===== config.mk =====
export PLATFORM = sky130hd
export DESIGN_NAME = clint_axi_adapter
export DESIGN_NICKNAME = d
export VERILOG_FILES = /design/src/rtl/clint_axi_adapter.sv
export SDC_FILE = /design/constraint.sdc
export NUM_CORES = 1
export LEC_CHECK = 0
export CORE_AREA = 2 2 216 218
export DETAILED_ROUTE_END_ITERATION = 16
export DIE_AREA = 0 0 218 220
export HOLD_SLACK_MARGIN = 0.03
export REMOVE_ABC_BUFFERS = 1
export SETUP_SLACK_MARGIN = 0.02
export SYNTH_ARGS = -nofsm -noshare
export SYNTH_HDL_FRONTEND = slang
export SYNTH_SLANG_ARGS = --single-unit

===== constraint.sdc =====
create_clock -name clk_i -period 9.8 [get_ports clk_i]
set_input_delay 1.47 -clock clk_i [delete_from_list [all_inputs] [get_ports clk_i]]
set_output_delay 1.47 -clock clk_i [all_outputs]
set_load 0.01 [all_outputs]

===== src/rtl/clint_axi_adapter.sv =====
// AXI4 slave front-end for the core-local interrupt controller register strobe port.
// Single-beat accesses only; partial strobes become read-modify-write, bursts get SLVERR.
module clint_axi_adapter #(
  parameter int unsigned ADDR_WIDTH = 64,
  parameter int unsigned DATA_WIDTH = 64,
  parameter int unsigned ID_WIDTH   = 10
) (
  input  logic                    clk_i,
  input  logic                    rst_i,
  input  logic                    aw_valid_i,
  output logic                    aw_ready_o,
  input  logic [ADDR_WIDTH-1:0]   aw_addr_i,
  input  logic [ID_WIDTH-1:0]     aw_id_i,
  input  logic [7:0]              aw_len_i,
  input  logic                    w_valid_i,
  output logic                    w_ready_o,
  input  logic [DATA_WIDTH-1:0]   w_data_i,
  input  logic [DATA_WIDTH/8-1:0] w_strb_i,
  input  logic                    w_last_i,
  output logic                    b_valid_o,
  input  logic                    b_ready_i,
  output logic [ID_WIDTH-1:0]     b_id_o,
  output logic [1:0]              b_resp_o,
  input  logic                    ar_valid_i,
  output logic                    ar_ready_o,
  input  logic [ADDR_WIDTH-1:0]   ar_addr_i,
  input  logic [ID_WIDTH-1:0]     ar_id_i,
  input  logic [7:0]              ar_len_i,
  output logic                    r_valid_o,
  input  logic                    r_ready_i,
  output logic [DATA_WIDTH-1:0]   r_data_o,
  output logic [ID_WIDTH-1:0]     r_id_o,
  output logic [1:0]              r_resp_o,
  output logic                    r_last_o,
  output logic [ADDR_WIDTH-1:0]   address_o,
  output logic                    en_o,
  output logic                    we_o,
  output logic [DATA_WIDTH-1:0]   data_o,
  input  logic [DATA_WIDTH-1:0]   data_i
);
  localparam int unsigned STRB_WIDTH = DATA_WIDTH / 8;
  localparam logic [1:0] RESP_OKAY   = 2'b00;
  localparam logic [1:0] RESP_SLVERR = 2'b10;

  typedef enum logic [2:0] {
    IDLE, RD_ACC, RD_RESP, WR_MERGE, WR_ACC, WR_DRAIN, WR_RESP, RD_ERR
  } state_t;

  state_t                r_state, w_state_next;
  logic                  r_prefer_wr, w_prefer_wr;
  logic [7:0]            r_cnt, w_cnt;
  logic [DATA_WIDTH-1:0] r_wdata, w_wdata;
  logic [STRB_WIDTH-1:0] r_wstrb, w_wstrb;

  logic                  w_rd_req, w_wr_req, w_grant_rd, w_grant_wr;
  logic                  w_en, w_we, w_r_last;
  logic [ADDR_WIDTH-1:0] w_addr;
  logic [DATA_WIDTH-1:0] w_data, w_r_data;
  logic [ID_WIDTH-1:0]   w_b_id, w_r_id;
  logic [1:0]            w_b_resp, w_r_resp;

  // Alternating arbitration; the flag only matters when both sides are waiting.
  assign w_rd_req   = (r_state == IDLE) && ar_valid_i;
  assign w_wr_req   = (r_state == IDLE) && aw_valid_i && w_valid_i;
  assign w_grant_rd = w_rd_req && (!w_wr_req || !r_prefer_wr);
  assign w_grant_wr = w_wr_req && (!w_rd_req || r_prefer_wr);
  assign ar_ready_o = w_grant_rd;
  assign aw_ready_o = w_grant_wr;
  assign w_ready_o  = w_grant_wr || (r_state == WR_DRAIN);

  always_ff @(posedge clk_i or posedge rst_i) begin
    if (rst_i) r_state <= IDLE;
    else       r_state <= w_state_next;
  end

  always_comb begin
    w_state_next = r_state;
    case (r_state)
      IDLE: begin
        if (w_grant_rd) begin
          w_state_next = (ar_len_i == 8'd0) ? RD_ACC : RD_ERR;
        end else if (w_grant_wr) begin
          if (aw_len_i != 8'd0)                     w_state_next = w_last_i ? WR_RESP : WR_DRAIN;
          else if (w_strb_i == {STRB_WIDTH{1'b1}})  w_state_next = WR_ACC;
          else if (w_strb_i == {STRB_WIDTH{1'b0}})  w_state_next = WR_RESP;
          else                                      w_state_next = WR_MERGE;
        end
      end
      RD_ACC:   w_state_next = RD_RESP;
      RD_RESP:  if (r_ready_i) w_state_next = IDLE;
      RD_ERR:   if (r_ready_i && r_cnt == 8'd0) w_state_next = IDLE;
      WR_MERGE: w_state_next = WR_ACC;
      WR_ACC:   w_state_next = WR_RESP;
      WR_DRAIN: if (w_valid_i && w_last_i) w_state_next = WR_RESP;
      WR_RESP:  if (b_ready_i) w_state_next = IDLE;
      default:  w_state_next = IDLE;
    endcase
  end

  // Next values for every registered output and the datapath holding registers.
  always_comb begin
    w_en        = 1'b0;
    w_we        = 1'b0;
    w_addr      = address_o;
    w_data      = data_o;
    w_b_id      = b_id_o;
    w_b_resp    = b_resp_o;
    w_r_data    = r_data_o;
    w_r_id      = r_id_o;
    w_r_resp    = r_resp_o;
    w_cnt       = r_cnt;
    w_wdata     = r_wdata;
    w_wstrb     = r_wstrb;
    w_prefer_wr = r_prefer_wr;
    case (r_state)
      IDLE: begin
        if (w_rd_req && w_wr_req) w_prefer_wr = ~r_prefer_wr;
        if (w_grant_rd) begin
          w_r_id = ar_id_i;
          w_cnt  = ar_len_i;
          if (ar_len_i == 8'd0) begin
            w_en     = 1'b1;
            w_addr   = ar_addr_i;
            w_r_resp = RESP_OKAY;
          end else begin
            w_r_data = '0;
            w_r_resp = RESP_SLVERR;
          end
        end else if (w_grant_wr) begin
          w_b_id  = aw_id_i;
          w_wdata = w_data_i;
          w_wstrb = w_strb_i;
          if (aw_len_i != 8'd0) begin
            w_b_resp = RESP_SLVERR;
          end else begin
            w_b_resp = RESP_OKAY;
            if (w_strb_i != {STRB_WIDTH{1'b0}}) begin
              w_en   = 1'b1;
              w_addr = aw_addr_i;
              if (w_strb_i == {STRB_WIDTH{1'b1}}) begin
                w_we   = 1'b1;
                w_data = w_data_i;
              end
            end
          end
        end
      end
      RD_ACC: w_r_data = data_i;
      RD_ERR: if (r_ready_i && r_cnt != 8'd0) w_cnt = r_cnt - 8'd1;
      WR_MERGE: begin
        w_en = 1'b1;
        w_we = 1'b1;
        for (int unsigned i = 0; i < STRB_WIDTH; i++) begin
          w_data[8*i +: 8] = r_wstrb[i] ? r_wdata[8*i +: 8] : data_i[8*i +: 8];
        end
      end
      default: ;
    endcase
    w_r_last = (w_state_next == RD_RESP) || ((w_state_next == RD_ERR) && (w_cnt == 8'd0));
  end

  always_ff @(posedge clk_i or posedge rst_i) begin
    if (rst_i) begin
      en_o        <= 1'b0;
      we_o        <= 1'b0;
      address_o   <= '0;
      data_o      <= '0;
      b_valid_o   <= 1'b0;
      b_id_o      <= '0;
      b_resp_o    <= 2'b00;
      r_valid_o   <= 1'b0;
      r_data_o    <= '0;
      r_id_o      <= '0;
      r_resp_o    <= 2'b00;
      r_last_o    <= 1'b0;
      r_cnt       <= 8'd0;
      r_wdata     <= '0;
      r_wstrb     <= '0;
      r_prefer_wr <= 1'b0;
    end else begin
      en_o        <= w_en;
      we_o        <= w_we;
      address_o   <= w_addr;
      data_o      <= w_data;
      b_valid_o   <= (w_state_next == WR_RESP);
      b_id_o      <= w_b_id;
      b_resp_o    <= w_b_resp;
      r_valid_o   <= (w_state_next == RD_RESP) || (w_state_next == RD_ERR);
      r_data_o    <= w_r_data;
      r_id_o      <= w_r_id;
      r_resp_o    <= w_r_resp;
      r_last_o    <= w_r_last;
      r_cnt       <= w_cnt;
      r_wdata     <= w_wdata;
      r_wstrb     <= w_wstrb;
      r_prefer_wr <= w_prefer_wr;
    end
  end
endmodule


==> run summary, run 1 <==
The run finished with clean final reports. Once the floorplan was initialized, standard cells occupied 29.6% of the core. For hold timing, the worst endpoint is data_o[1]$_DFFE_PP0P_. The hold path depth was 2; the wire length of the first global-routing pass was 71500 um. The tools report the number of nets with antenna violations after routing as 0.

The tools report the capturing point of the worst reg2reg path as en_o$_DFF_PP0_. For the area of the die, the log shows 0.0480 mm2. Transition time of the tightest slew-check pin: 1.06 ns. The number of pins with negative max-slew slack in the final report came out at 0. Data arrives at the worst endpoint at 4.72 ns. The worst path needs 6.19 ns of the cycle, external delays included. The analysis attributes to cell leakage a power of 8.65 nW. The core region is 0.0459 mm2. Number of search-and-repair iterations in the first detailed-routing pass: 5. In the final design database the tool counted 2199 nets. Setup repair after global routing left no endpoint under its margin.

For the maximum clock path buffer count, the log shows 3. The worst pin sits at a relative slew slack of 29.4%. The number of global-route vias before repair was 11700; the count of warnings emitted by yosys was 0. The floorplan step set the die width to 218 um.

In the final routed layout, each cell accounts on average for 19.2 um. At the end of routability-driven placement, the weighted congestion stood at 0.841. The tree is rooted in a sky130_fd_sc_hd__clkbuf_16. In this run the worst path has a maximum fanout of 52. The power per cell area is 290 mW/mm2, and the number of vias per cell is 4.76. Most used flip-flop cell after synthesis: sky130_fd_sc_hd__dfrtp_1. Once the clock tree was built, the setup fixing pass inserted 0 buffers.

The number of clock buffers added by TritonCTS is 37. Sequential elements use 55.9% of the synthesized area. The number of I/O pins is 532, and the site row count is 79. STA classifies the critical path endpoint as an output port. The number of storage elements in the synthesis netlist was 303; the pin count of the biggest net entering global routing was 121. Relative to the synthesized area, the layout overhead comes to 51.5%. In this run the critical register-to-register path is launched from r_state[2]$_DFF_PP0_. A synthesized cell averages 9.61 um2.

The routed wire length is 48500 um, and the detailed-route via count is 12000. The final setup violation count was 0. Setup total negative slack: 0 ns.

Part of the cycle the worst path needs: 63.2%. Between clock sinks in the finished design, the worst skew comes to 0.0163 ns. For this design, the CTS-stage hold fixing added 0 buffers. Data on the critical path is required at its endpoint by 8.33 ns. Cells with a size suffix above 1 make up 8.77% of the layout. The type of the worst setup path was input pin to output port.

During placement, the flow inserted port buffers numbering 529. Once the clock tree was built, the resizer swapped 0 gates to a different size. After synthesis the cells add up to 0.0136 mm2. TritonCTS built the clock tree. Across the VDD grid, the largest voltage drop is 0.000122 V. After global routing the overflow that remains totals 0.

The number of flops mapped to enable cells by yosys was 0; the number of maximum-capacitance violations was 0. The netlist uses 58 different library cells. The number of DRC markers after the initial detailed-route iteration came out at 768. The critical path startpoint category is an input pin. For the clock insertion delay at the later pin of the skew report, the log shows 0.55 ns. Counting cells, the worst reg-to-reg path comes to 9.

After clock tree synthesis, the clock-pin slew on the worst setup and hold paths is 0.06 ns. Counting every sink on the clock net gives 303. The post-synthesis async set-or-reset flop share is 100%, and the number of design rule violations left after detail routing is 0. Type of the most critical hold path: flip-flop to flip-flop.

The logs give 0 for the number of hold-slack violations in the final timing report and 161 MHz for the fmax. The worst hold path begins at data_o[1]$_DFFE_PP0P_. Across every metal layer, demand over resource in global routing totals 19.4%. The synthesized netlist cell count is 1411.

The logs give 44.8% for the post-layout utilization of the core and 5.65 ns for the register-to-register setup slack. The cell count after placement was 2457; the vertical extent of the die was 220 um. The run gives 34400 um as the sum of net half-perimeters after detailed placement. The depth of the CTS H-tree came out at 2. The run gives 4385 as the filler cell count. For the number of antenna violations at the first check in global routing, the log shows 9. The count of cells in the finished layout, fillers not included, comes to 2527.
layer usage:
metal  vias up  track usage (%)  routed length (um)
met2       371             30.5               22700
met1      5815             25.2               20600
met4        10             7.41                1390
li1       5737                -                   -
met3        85             5.96                3750
met5         -                0                  67
critical path, stage by stage:
cell and delay [ns]:
sky130_fd_sc_hd__clkdlybuf4s50_1 0.54, sky130_fd_sc_hd__and2_1 0.21, sky130_fd_sc_hd__nand3_1 0.44, sky130_fd_sc_hd__clkinv_2 0.60
sky130_fd_sc_hd__buf_4 0.73, sky130_fd_sc_hd__clkdlybuf4s50_1 0.68
cells in the final DEF, fill, tap and decap left out, types with 3 or more instances in the layout:
cell type,instances
sky130_fd_sc_hd__nand2_1,425
sky130_fd_sc_hd__diode_2,5
sky130_fd_sc_hd__nand3_1,8
sky130_fd_sc_hd__nor2_1,69
sky130_fd_sc_hd__nand4_1,4
sky130_fd_sc_hd__clkbuf_8,10
sky130_fd_sc_hd__a31oi_1,66
sky130_fd_sc_hd__nor2b_1,3
sky130_fd_sc_hd__inv_1,7
sky130_fd_sc_hd__nand2b_1,3
sky130_fd_sc_hd__or4_1,3
sky130_fd_sc_hd__clkdlybuf4s50_1,529
sky130_fd_sc_hd__o21ai_0,192
sky130_fd_sc_hd__mux2i_1,66
sky130_fd_sc_hd__clkbuf_16,37
sky130_fd_sc_hd__and2_1,9
sky130_fd_sc_hd__mux2_2,82
sky130_fd_sc_hd__or2_2,3
sky130_fd_sc_hd__buf_4,12
sky130_fd_sc_hd__nor4_1,4
sky130_fd_sc_hd__clkbuf_1,10
sky130_fd_sc_hd__o21ai_1,4
sky130_fd_sc_hd__clkinv_2,4
sky130_fd_sc_hd__a21oi_1,7
sky130_fd_sc_hd__dfrtp_1,303
sky130_fd_sc_hd__xor2_1,3
synthesized netlist by cell type (9+ instances only):
| cell type | count | share of area (%) |
|---|---|---|
| sky130_fd_sc_hd__mux2_2 | 82 | 6.8 |
| sky130_fd_sc_hd__a31oi_1 | 67 | 3.1 |
| sky130_fd_sc_hd__clkbuf_1 | 65 | 1.8 |
| sky130_fd_sc_hd__nor2_1 | 71 | 2.0 |
| sky130_fd_sc_hd__buf_1 | 12 | 0.33 |
| sky130_fd_sc_hd__o21ai_0 | 192 | 7.1 |
| sky130_fd_sc_hd__mux2i_1 | 66 | 4.9 |
| sky130_fd_sc_hd__dfrtp_1 | 303 | 56 |
| sky130_fd_sc_hd__and2_1 | 9 | 0.42 |
| sky130_fd_sc_hd__nand2_1 | 425 | 12 |
| sky130_fd_sc_hd__buf_2 | 21 | 0.77 |
logic make-up (layout without fill, tap and decap cells):
family,Yosys count,count (layout),synth area share [%]
AO/OA/AOI/OAI,289,289,11.8
flip-flops,303,303,55.9
multiplexers,148,148,11.7
XOR/XNOR,5,5,0.323
buffers and inverters,113,616,3.55
AND/OR/NAND/NOR,550,550,16.6
other,1,7,0.0276
adder cells (fa/ha/maj),2,2,0.184
power by group:
part / switching, mW / total [mW] / internal (mW)
combinational: 1.10 / 2.38 / 1.28
sequential: 0.409 / 2.22 / 1.81
clock: 0.560 / 1.36 / 0.802
total: 2.07 / 5.96 / 3.89
metrics by stage:
step	power (mW)	worst slack, ns	area, um2	hold slack (ns)
5_1_grt	6.35	3.36	20500	0.496
3_5_place_dp	4.65	3.53	19300	0.470
2_1_floorplan	3.33	-0.630	13100	0.479
6_report	5.96	3.61	20500	0.477
4_1_cts	6.04	3.54	20500	0.482
3_3_place_gp	4.58	3.60	19300	0.459
sequential cells by signal (all words and copies together) (netlist names):
name,flops
address_o,64
b_id_o,10
b_resp_o,1
b_valid_o,1
data_o,64
en_o,1
r_cnt,8
r_data_o,64
r_id_o,10
r_last_o,1
r_prefer_wr,1
r_resp_o,1
r_state,3
r_valid_o,1
r_wdata,64
r_wstrb,8
we_o,1
worst max path at each step:
stage                from  slack (ns)  cells after the start             end
2_1_floorplan  aw_valid_i       -0.63                      5  en_o$_DFF_PP0_
3_3_place_gp    w_valid_i        3.60                      6      aw_ready_o
3_5_place_dp    w_valid_i        3.53                      6      aw_ready_o
4_1_cts         w_valid_i        3.54                      6      aw_ready_o
5_1_grt         w_valid_i        3.36                      6      aw_ready_o
6_report        w_valid_i        3.61                      6      aw_ready_o
final cells by class:
type / instances / area (um2) / area share (%)
antenna: 5 / 12.5 / 0.0609
clock buffer: 57 / 1100 / 5.36
clock inverter: 8 / 95.1 / 0.463
inverter: 10 / 51.3 / 0.250
multi-input combinational: 996 / 5560 / 27.1
sequential: 303 / 7580 / 36.9
tap: 607 / 759 / 3.70
timing repair buffer: 541 / 5390 / 26.2
No activity file was read; power rests on OpenSTA's default activity.
==> run 2, diff against run 1 <==
==> constraint.sdc (replaced) <==
create_clock -name clk_i -period 5.21 [get_ports clk_i]
set_input_delay 0.7815 -clock clk_i [delete_from_list [all_inputs] [get_ports clk_i]]
set_output_delay 0.7815 -clock clk_i [all_outputs]
set_load 0.01 [all_outputs]
==> run summary, run 2 (synthesis results as in run 1) <==
The run finished with clean final reports. During placement, the flow inserted port buffers numbering 529. STA classifies the critical path startpoint as an input pin. 532 I/O pins were placed. The worst hold slack is 0.473 ns. The tool flagged a number of max-cap violations equal to 0. The tree built by TritonCTS fans out to 303 sinks. Timing analysis after detailed placement gives a worst setup slack of 1.30 ns. The logs give 0.0480 mm2 for the area of the die and 38 for the clock buffer count from CTS. The critical path goes through clkdlybuf4s50_1 > nand2b_1 > nand3_1 > buf_4 > clkinv_2 > clkdlybuf4s50_1.

Routability-driven placement finished with a final weighted congestion of 0.827. The post-route clock skew came out at 0.0103 ns. The wire length of the first global-routing pass came out at 72500 um. With fillers left out, the area of the finished cells amounts to 0.0205 mm2. The maximum fanout along the worst path was 21; the worst slew margin relative to its limit was 26.8%. Setup repair after global routing left no endpoint under its margin. Most frequent cell on the critical path: sky130_fd_sc_hd__clkdlybuf4s50_1. The share of total power dissipated in sequential elements is 37.4%. Dividing the detail-routed wire length by the instance count gives 19.4 um. Of the total power, the share spent switching nets is 34.6%.

In the final timing run, aggregate negative setup slack is 0 ns. The number of global-route vias before repair is 11800. The detail route stage leaves a number of antenna-violating nets equal to 0. The run gives 12000 as the detailed-route via count. The signal arrival time at the worst endpoint was 2.86 ns; the floorplan die width was 218 um. The top cell types in the final layout, fill and taps aside, are 529 x sky130_fd_sc_hd__clkdlybuf4s50_1, 425 x sky130_fd_sc_hd__nand2_1, 303 x sky130_fd_sc_hd__dfrtp_1, 192 x sky130_fd_sc_hd__o21ai_0, 82 x sky130_fd_sc_hd__mux2_2.

Leaving out fill and tap cells, the most frequent cell in the layout is sky130_fd_sc_hd__clkdlybuf4s50_1. The tools report the post-detailed-placement cell area as 0.0194 mm2. For this block, the initial DRC count from the detailed router was 710.

After clock tree synthesis, the setup repair step added 0 buffers. The design internal power was 7.32 mW; the post-CTS clock slew at the launch and capture registers of the worst setup and hold paths was 0.05 ns. Type of the most critical hold path: flip-flop to flip-flop. For this run, the post-layout net count is 2204. The number of hold-slack violations in the final timing report came out at 0. The tools report the capturing element type of the critical path as an output port.

The post-route netlist has 8.83% of its cells at a drive strength greater than 1. Data on the critical path is required at its endpoint by 4.43 ns. The root buffer cell chosen for the clock tree is sky130_fd_sc_hd__clkbuf_16. The total overflow left after global routing is 0.

The critical-path cell with the highest stage delay was sky130_fd_sc_hd__clkdlybuf4s50_1. Counting both buffers and inverters, the worst setup path holds a total of 4. For met3 alone, demand over resource in global routing was 4.42%. For the number of pins with negative max-slew slack in the final report, the log shows 0.

The number of vias per cell came out at 4.75. Sum of net half-perimeters after detailed placement: 34900 um. The leakage power summed over all cells was 8.66 nW. Setup violations remaining at the end of the flow were counted as 0. The logs give 48900 um for the routed wire length and 0.000253 V for the peak supply drop. The transition time of the tightest slew-check pin was 1.10 ns. The core region is 0.0459 mm2. In this run the number of H-tree levels came out at 2. Global routing used 26.3% of the available met1 tracks. Global routing used 19.7% of the available tracks. In this run, the combinational gates consume 40.0% of the power. The clock passes through at most 3 buffers. For the finished layout, the period the worst path requires is 3.64 ns. The run gives 31.4% as the global routing usage on met2. The site row count was 79; the part of the cycle the worst path needs was 69.9%. The smallest setup slack after layout came out at 1.57 ns. TritonCTS built the clock tree.

Measured along the y axis, the die boundary spans 220 um. Dominant delay contributor by cell family on the critical path: buffers and inverters. The run gives 3.88 mW as the switching power summed over all nets. Highest-utilization routing layer at the global route stage: met2.

For this design the ratio of total power to cell area is 545 mW/mm2. The tools report the pin count of the biggest net entering global routing as 130. The number of gates resized after CTS was 0. Compared with the post-synthesis result, the final layout area differs by 51.5%. By startpoint and endpoint, the worst setup path is classified as input pin to output port. The tools report the number of antenna violations at the first check in global routing as 6. The fmax was 275 MHz. Buffers inserted to repair hold after CTS numbered 0. Per report_power, the clock group accounts for 22.6% of the total.

For the number of design rule violations left after detail routing, the log shows 0. For the worst-skew pair, the clock arrives at the later sink with an insertion delay of 0.54 ns. The tools report the number of search-and-repair iterations in the first detailed-routing pass as 5. The highest cell delay on the worst timing path was 0.68 ns.

Once the floorplan was initialized, standard cells occupied 29.6% of the core.
-- run 2: cell types whose count changed in the layout (fill, tap and decap cells not counted), sizes merged --
cell    change
clkinv      +1
clkbuf      -7
buf         +4
diode       -3
bufinv      +1
-- run 2: worst register-to-register path: stages (launching register included) --
cell                       delay, ns
sky130_fd_sc_hd__dfrtp_1        0.70
sky130_fd_sc_hd__nor3_4         0.10
sky130_fd_sc_hd__nand3_1        0.11
sky130_fd_sc_hd__buf_4          0.20
sky130_fd_sc_hd__clkinv_2       0.37
sky130_fd_sc_hd__a31oi_4        0.42
sky130_fd_sc_hd__buf_4          0.63
sky130_fd_sc_hd__o21ai_0        0.28
-- run 2: power groups by stage --
| stage | Sequential [mW] | Clock [mW] | Combinational (mW) |
|---|---|---|---|
| after floorplan | 4.40 | 0 | 1.86 |
| after global routing | 4.33 | 2.69 | 4.89 |
| after global placement | 4.18 | 0 | 4.46 |
| final | 4.19 | 2.53 | 4.48 |
| after detailed placement | 4.21 | 0 | 4.53 |
| after CTS | 4.19 | 2.61 | 4.54 |
-- run 2: final timing paths --
path	start	endpoint	slack [ns]	cells after the start
min	r_resp_o[1]$_DFFE_PP0P_	r_resp_o[1]$_DFFE_PP0P_	0.47	1
min reg2reg	r_resp_o[1]$_DFFE_PP0P_	r_resp_o[1]$_DFFE_PP0P_	0.47	1
min in group asynchronous	rst_i	address_o[54]$_DFFE_PP0P_	0.77	2
max reg2reg	r_state[2]$_DFF_PP0_	data_o[6]$_DFFE_PP0P_	2.24	7
max	ar_valid_i	aw_ready_o	1.57	6
max in group asynchronous	rst_i	r_wdata[56]$_DFFE_PP0P_	3.31	3
-- run 2: stage by stage --
step | power, mW | util [%] | cells
after CTS | 11.3 | 44.8 | 2521
after floorplan | 6.26 | - | 1309
final | 11.2 | 44.8 | 2523
after global routing | 11.9 | 44.8 | 2523
after global placement | 8.64 | 42.3 | 2461
after detailed placement | 8.75 | 42.3 | 2461
-- run 2: final cells by class --
type | instances | area, um2
Fill cell | 4450 | 25300
Sequential cell | 303 | 7580
Multi-Input combinational cell | 996 | 5560
Timing Repair Buffer | 545 | 5440
Clock buffer | 50 | 1050
Tap cell | 607 | 759
Clock inverter | 10 | 104
Inverter | 10 | 51.3
Antenna cell | 2 | 5.00
-- run 2: routing by layer --
metal | wire length [um] | part of all wire [%] | up-vias
met3 | 3070 | 6.3 | 77
met2 | 23300 | 48 | 336
met1 | 21300 | 43 | 5810
met5 | 47 | 0.096 | -
li1 | - | - | 5744
met4 | 1240 | 2.5 | 8
==> run 3, diff against run 2 <==
==> constraint.sdc (replaced) <==
create_clock -name clk_i -period 3.2 [get_ports clk_i]
set_input_delay 0.48 -clock clk_i [delete_from_list [all_inputs] [get_ports clk_i]]
set_output_delay 0.48 -clock clk_i [all_outputs]
set_load 0.01 [all_outputs]
==> run summary, run 3 (synthesis results as in run 1) <==
The flow ran to the end, and the final reports show no timing, DRC or antenna violations. The vertical extent of the die was 220 um; the maximum clock path buffer count was 3. The run gives 0 ns as the setup total negative slack. Timing would allow up to 346 MHz. Leaving out fill and tap cells, the most frequent cells in the layout are 528 x sky130_fd_sc_hd__clkdlybuf4s50_1, 425 x sky130_fd_sc_hd__nand2_1, 303 x sky130_fd_sc_hd__dfrtp_1, 192 x sky130_fd_sc_hd__o21ai_0, 82 x sky130_fd_sc_hd__mux2_2. The logs give 73900 um for the wire length of the first global-routing pass and 12 for the number of antenna violations at the first check in global routing. The worst setup path is of the flip-flop to output port kind. Fraction of final layout cells with drive strength greater than 1: 10.2%.

The tree is rooted in a sky130_fd_sc_hd__clkbuf_16. Max-cap violations in this run came to 0. Leaving out fill and tap cells, the most frequent cell in the layout is sky130_fd_sc_hd__clkdlybuf4s50_1. Post-route clock skew: 0.0237 ns. Starting density of the core: 29.6%.

Once the clock tree was built, the setup fixing pass inserted 0 buffers. For the worst setup path, the data required time is 2.72 ns. The depth of the CTS H-tree was 2; the floorplan die width was 218 um. The highest cell delay on the worst timing path was 0.51 ns. Number of pins with negative max-slew slack in the final report: 0. The capturing element type of the critical path was an output port. The power per cell area came out at 887 mW/mm2. The min-delay analysis places its worst path in the category input pin to asynchronous set/reset pin.

The worst register-to-register path begins at r_cnt[0]$_DFF_PP0_. Among cell families on the critical path, the largest total delay comes from simple AND/OR/NAND/NOR gates. After clock tree synthesis, the clock-pin slew on the worst setup and hold paths is 0.06 ns. The tools report the number of hold-slack violations in the final timing report as 0. The number of nets in the final layout came out at 2228. The total buffers and inverters traversed by the critical path was 1; the part of the cycle the worst path needs was 90.2%.

The logs give 18.6 mW for the total power and 0 for the final setup violation count. Measured against its own limit, the worst slew margin works out to 43.9%. Setup repair after global routing left no endpoint under its margin.

IR analysis of the VDD net gives a maximum drop of 0.000401 V. Counting the fill cells in the layout gives 4375. Traced cell by cell, the critical path runs through or2_2 > or3_1 > a21oi_1 > dlygate4sd2_1. For the register area, the log shows 0.00758 mm2. TritonCTS built the clock tree. The number of DRC markers after the initial detailed-route iteration came out at 757. From synthesis to final layout, the design area changed by 54.6%. At the pin with the least slew margin, the transition time is 0.841 ns. Clock buffer count from CTS: 38. The critical-path cell with the highest stage delay is sky130_fd_sc_hd__dfrtp_1. In the routed design, unresolved DRC markers number 0.

The smallest clock period supported by the final layout is computed as 2.89 ns. The critical path startpoint category is a flip-flop. Detailed-route wire length per cell: 19.5 um. At the end of routability-driven placement, the weighted congestion stood at 0.847. For the number of cells upsized or downsized after cts, the log shows 1.

For this run the aggregate overflow at the end of global routing stands at 0. CTS saw 303 sinks. Entering global routing, the biggest net connects 97 pins. The die covers 0.0480 mm2. The number of buffer cells added on primary ports is 529, and the leakage power summed over all cells is 8.87 nW. The tools report the number of global-route vias before repair as 12000. The routed layout has 12200 vias. In this run the remaining antenna-violating nets after routing total 0. The run gives 79 as the site row count.

Maximum fanout along the worst path: 13. Area taken by multi-input logic gates: 0.00556 mm2. For this design, the CTS-stage hold fixing added 0 buffers. The global routing usage summed across all routing layers is 20.1%. The signal arrival time at the worst endpoint came out at 2.41 ns. In this run the worst setup path begins at r_state[0]$_DFF_PP0_. The number of search-and-repair iterations in the first detailed-routing pass is 7. The core region is 0.0459 mm2.

The number of I/O pins is 532. The clock insertion delay at the later pin of the skew report was 0.55 ns; the sum of net half-perimeters after detailed placement was 36100 um. Using the TritonRoute via totals, the vias-per-cell ratio works out to 4.78.

The routed wire length was 49800 um.
## run 3: per-stage QoR
| step | setup slack, ns | area [um2] | util (%) | instances | hold slack (ns) |
|---|---|---|---|---|---|
| after floorplan | -6.33 | 13100 | - | 1309 | 0.479 |
| after global placement | 0.235 | 19700 | 43.0 | 2485 | 0.458 |
| after detailed placement | 0.207 | 19700 | 43.0 | 2485 | 0.468 |
| after CTS | 0.225 | 21000 | 45.7 | 2552 | 0.424 |
| after global routing | 0.162 | 21000 | 45.7 | 2554 | 0.447 |
| final | 0.314 | 21000 | 45.7 | 2554 | 0.423 |
## run 3: per-layer routing
metal	global-route usage [%]	share of wire [%]	vias to the layer above
met4	7.14	2.7	20
met5	0	0.22	-
met3	5.42	6.9	90
met2	31.8	47	355
met1	26.6	43	5953
li1	-	-	5790
## run 3: final timing paths
path,to,slack (ns),cells after the start
worst max-delay path,w_ready_o,0.31,4
worst min-delay path,address_o[54]$_DFFE_PP0P_,0.42,2
worst max register to register,r_last_o$_DFF_PP0_,0.62,8
worst min register to register,data_o[17]$_DFFE_PP0P_,0.48,2
max in group asynchronous,data_o[50]$_DFFE_PP0P_,2.00,3
min in group clk_i,data_o[17]$_DFFE_PP0P_,0.48,2
## run 3: cell type report
cell class	instances	area share [%]
Timing Repair Buffer	569	27.6
Sequential cell	303	36.2
Multi-Input combinational cell	996	26.5
Clock inverter	10	0.579
Tap cell	607	3.62
Clock buffer	57	5.30
Antenna cell	2	0.0239
Inverter	10	0.245
## run 3: power breakdown
group	internal [mW]	total, mW	switching (mW)
logic	4.05	7.50	3.45
clock network	2.57	4.29	1.73
registers	5.54	6.80	1.26
